### config.mk
export PLATFORM = sky130hd
export DESIGN_NAME = fft_bitrev_buffer
export DESIGN_NICKNAME = d
export VERILOG_FILES = /design/src/rtl/fft_bitrev_buffer.sv
export SDC_FILE = /design/constraint.sdc
export NUM_CORES = 1
export LEC_CHECK = 0
export BUFFER_PORTS_ARGS = -buffer_cell sky130_fd_sc_hd__buf_4
export CELL_PAD_IN_SITES_DETAIL_PLACEMENT = 0
export CELL_PAD_IN_SITES_GLOBAL_PLACEMENT = 2
export CORE_MARGIN = 2
export CORE_UTILIZATION = 40
export DETAILED_ROUTE_END_ITERATION = 12
export PLACE_DENSITY_LB_ADDON = 0.2
export SYNTH_ARGS = -nofsm -noshare
export SYNTH_HDL_FRONTEND = slang
export SYNTH_SLANG_ARGS = --single-unit
### constraint.sdc
create_clock -name clk -period 4.2 [get_ports clk]
set_clock_uncertainty 0.1 [all_clocks]
set_input_delay 0.63 -clock clk [delete_from_list [all_inputs] [get_ports clk]]
set_output_delay 0.63 -clock clk [all_outputs]
set_load 0.1 [all_outputs]
### src/rtl/fft_bitrev_buffer.sv
// Ping-pong frame buffer that replays natural-order frames in bit-reversed index order.
// Latency: frame's last sample accepted at edge E -> output index 0 valid after edge E+2.
// Backpressure: none; output cannot stall, and a sample arriving at a full bank is dropped and flags error.
module fft_bitrev_buffer #(
   parameter int N       = 8,
   parameter int LOG_N   = 3,
   parameter int X_WIDTH = 16,
   parameter int MWIDTH  = 1
) (
   input  logic                 clk,
   input  logic                 rst,
   input  logic [2*X_WIDTH-1:0] in_data,
   input  logic                 in_nd,
   input  logic [MWIDTH-1:0]    in_m,
   output logic [2*X_WIDTH-1:0] out_data,
   output logic                 out_nd,
   output logic [MWIDTH-1:0]    out_m,
   output logic                 first,
   output logic                 error
);

   typedef enum logic {IDLE, READ} rd_state_t;

   function automatic logic [LOG_N-1:0] bitrev(input logic [LOG_N-1:0] a);
      logic [LOG_N-1:0] r;
      for (int i = 0; i < LOG_N; i++) r[i] = a[LOG_N-1-i];
      return r;
   endfunction

   logic [2*X_WIDTH-1:0] mem_d [0:2*N-1];
   logic [MWIDTH-1:0]    mem_m [0:2*N-1];

   rd_state_t        state;
   logic [1:0]       full;
   logic [1:0]       full_nxt;
   logic             wr_bank;
   logic             rd_bank;
   logic [LOG_N-1:0] wr_addr;
   logic [LOG_N-1:0] rd_addr;
   logic             wr_en;
   logic             wr_last;
   logic             rd_en;
   logic             rd_last;
   logic [LOG_N:0]   rd_idx;

   assign wr_en   = in_nd && !full[wr_bank];
   assign wr_last = wr_en && (wr_addr == LOG_N'(N-1));
   assign rd_en   = (state == READ);
   assign rd_last = rd_en && (rd_addr == LOG_N'(N-1));
   assign rd_idx  = {rd_bank, bitrev(rd_addr)};

   // Write and read always act on different banks: a completing write needs
   // its bank empty, a finishing read needs its bank full.
   always_comb begin
      full_nxt = full;
      if (wr_last) full_nxt[wr_bank] = 1'b1;
      if (rd_last) full_nxt[rd_bank] = 1'b0;
   end

   always_ff @(posedge clk) begin
      if (wr_en) begin
         mem_d[{wr_bank, wr_addr}] <= in_data;
         mem_m[{wr_bank, wr_addr}] <= in_m;
      end
   end

   always_ff @(posedge clk or posedge rst) begin
      if (rst) begin
         state    <= IDLE;
         full     <= 2'b00;
         wr_bank  <= 1'b0;
         rd_bank  <= 1'b0;
         wr_addr  <= '0;
         rd_addr  <= '0;
         out_data <= '0;
         out_m    <= '0;
         out_nd   <= 1'b0;
         first    <= 1'b0;
         error    <= 1'b0;
      end else begin
         full <= full_nxt;
         if (in_nd && full[wr_bank]) error <= 1'b1;
         if (wr_en) begin
            wr_addr <= wr_addr + 1'b1;
            if (wr_last) wr_bank <= ~wr_bank;
         end

         out_nd <= rd_en;
         first  <= rd_en && (rd_addr == '0);
         if (rd_en) begin
            out_data <= mem_d[rd_idx];
            out_m    <= mem_m[rd_idx];
         end

         case (state)
            IDLE: begin
               rd_addr <= '0;
               if (full[rd_bank]) state <= READ;
            end
            READ: begin
               rd_addr <= rd_addr + 1'b1;
               if (rd_last) begin
                  rd_bank <= ~rd_bank;
                  // Includes a frame completing on this same edge, so frames chain gap-free.
                  if (!full_nxt[~rd_bank]) state <= IDLE;
               end
            end
            default: state <= IDLE;
         endcase
      end
   end

endmodule

==> impl_metrics.tcl <==
set metrics [dict create \
    syn_inst 959 \
    drt-wirelength-per-cell_microns 26.9 \
    yosys_register_bits 575 \
    timing.final.crit_share_pct 73.3 \
    cp_capture_type "register" \
    routed_via_density 5.50 \
    drc 0 \
    clkLatencyLatePin_ps 620 \
    worst_slack_ps 1120 \
    hold_buffers 0 \
    synthesis.nets 1003 \
    synth.largest_area_cell "edfxtp_1" \
    track_usage_pct 17.7 \
    post_synth_main_area_contributors "edfxtp_1, mux4_2, dfrtp_1" \
    synth.lib_cells_used.distinct 32 \
    grt_pass1_vias 10649 \
    detailroute.wirelength.met2_microns 24200 \
    gp_routability_congestion 0.725 \
    grt_max_degree 43 \
    via_count 10006 \
    cp.arrival_ps 3290 \
    cp.required_ps 4410 \
    cts_resized 0 \
    drtIter0Drc 766 \
    tightestPinTransition_ps 851 \
    path_max_fanout 18 \
    ctsLongestPathBuffers 3 \
    routed-wl-met3_microns 2030 \
    cap_violations 0 \
    cts_tree "yes" \
    fillCellCount 4490 \
    timing.setup.tns_ps 0 \
    layout.nets 1118 \
    drive_gt1_share_pct 33.4 \
    area_of_the_placeable_core_sq_mm 0.0540 \
    clock.fmax_mhz 325 \
    finalSetupViolCount 0 \
    final_antenna_net_count 0 \
    cts.htree.levels 2 \
    cts_inserted_buffers 60 \
    globalRouteOverflowTotal 0 \
    rows 85 \
    synth_most_common_cell "edfxtp_1" \
    clock-sinks 575 \
    die_area_sq_mm 0.0566 \
    post_cts_buffers 0 \
    run_status "finished, final reports clean" \
    cellPowerDensity_mw_per_mm2 723 \
    ios 72 \
    clk_pin_slew_worst_paths_ps 60 \
    buffer_cell_driving_the_clock_tree_root "clkbuf_16" \
    peakVddDrop_mv 0.357 \
    drt-total-wl_microns 49000 \
    wl_met1_microns 21800 \
    synth_top_cell_area_share_pct 72.4 \
    worst_slew_margin_rel_pct 43.2 \
    die_h_microns 238 \
    synth_enable_flop_cells 528 \
    synth.avg_cell_area_sq_um 22.8 \
    grt_pass1_wl_microns 72700 \
    top_layer "met4" \
    critPathLaunchType "register" \
    first_pass_iteration_count_of_the_detailed_router 5 \
    async_reset_ff_share_pct 8.17 \
    rsz0062_at_grt "false" \
    die-width_microns 238 \
    static-leakage-power_nw 8.15 \
    post_layout_nonfiller_instances 1820 \
    netlist_area_sq_mm 0.0219 \
    worst_r2r_path_depth 4 \
    sequential_share_of_the_synthesized_area_pct 77.8 \
    critical_path_class "reg -> reg" \
    hpwlAfterDp_microns 28500 \
    min_period_ps 3080 \
    yosys_warnings 0 \
    floorplan.initialDensity_pct 40.5 \
    drv_slew 0 \
    diodes 0 \
    yosys-top-cells-count "edfxtp_1, mux4_2, dfrtp_1, nor2_1, mux2i_1" \
    placed_instances 1708 \
    hold_path_class "in -> async" \
    place.port_buffers 71 \
    dpl_worst_slack_ps 1100 \
    hold_viol 0 \
    area_growth_pct 15.4 \
    synthFlopType "edfxtp_1" \
    antenna_found_initial 0 \
]
per-layer routing:
layer	global-route usage [%]	up-vias
met4	4.68	0
met5	0	-
met3	3.00	68
li1	-	4292
met1	24.5	5449
met2	29.5	197
registers in the layout, indices dropped and copies added, names as in the netlist:
name      cells
full          2
out_data     32
rd_en         1
wr_addr       3
rd_addr       3
wr_bank       1
first         1
out_m         1
mem_m        16
error         1
mem_d       512
out_nd        1
rd_bank       1
logic make-up after synthesis:
logic type | synth area share [%]
adders and majority gates | 0.457
muxes | 15.3
xor gates and xnor gates | 0.160
and+or+nand+nor | 1.35
DFF | 77.8
AOI/OAI and AO/OA | 2.98
buffers and inverters | 1.95
worst paths after layout:
path	slack (ps)	startpoint	to
min	10	rst	first
min in group clk	210	in_data[27]	mem_d[15][27]
max	1120	wr_bank	mem_d[15][10]
max reg2reg	1120	wr_bank	mem_d[15][10]
max in group asynchronous	3050	rst	rd_addr[0]
min reg2reg	410	error	error
power breakdown:
part	internal, mW	leakage, nW	switching (mW)
registers	6.94	5.29	0.484
logic	2.19	1.94	3.61
clock network	2.87	0.919	2.18
total	12.0	8.15	6.27
layout by cell type, fill, tap and decap left out, drive strengths merged:
master,instances
o22ai,33
xnor2,4
nand2,4
o22a,1
mux2,4
and2,3
mux4,132
nor3,4
mux2i,34
o21bai,1
clkinvlp,2
buf,109
inv,8
nand2b,3
o32a,1
nor2b,1
a31oi,2
dfrtp,47
nor2,47
or2,1
nand3,5
ha,8
clkbuf,78
and3b,1
clkinv,27
bufinv,3
a221oi,33
edfxtp,528
worst max-delay path, stage by stage (launching register included):
cell	delay, ps
dfrtp_1	640
mux2i_1	540
nand3_1	400
nor2_4	730
buf_4	330
area by class of cell:
cell class / instances / area [sq um] / area share (%)
clock buffers: 78 / 1600 / 6.33
clock inverters: 34 / 274 / 1.08
inverters: 6 / 23.8 / 0.0941
multi-input cells: 322 / 4560 / 18.0
flip-flops and latches: 575 / 17000 / 67.5
well taps: 696 / 871 / 3.45
repair buffers: 109 / 893 / 3.54
metrics by stage:
step | instance area (sq um) | power (mW) | utilization [%] | hold WS, ps
2_1_floorplan | 21900 | 11.9 | - | 265
3_3_place_gp | 23400 | 13.5 | 43.3 | 405
3_5_place_dp | 23400 | 13.5 | 43.3 | 398
4_1_cts | 25300 | 18.6 | 46.8 | 28.6
5_1_grt | 25300 | 19.1 | 46.8 | 55.7
6_report | 25300 | 18.3 | 46.8 | 13.9
Note: power is estimated with default switching activity, not from simulation.
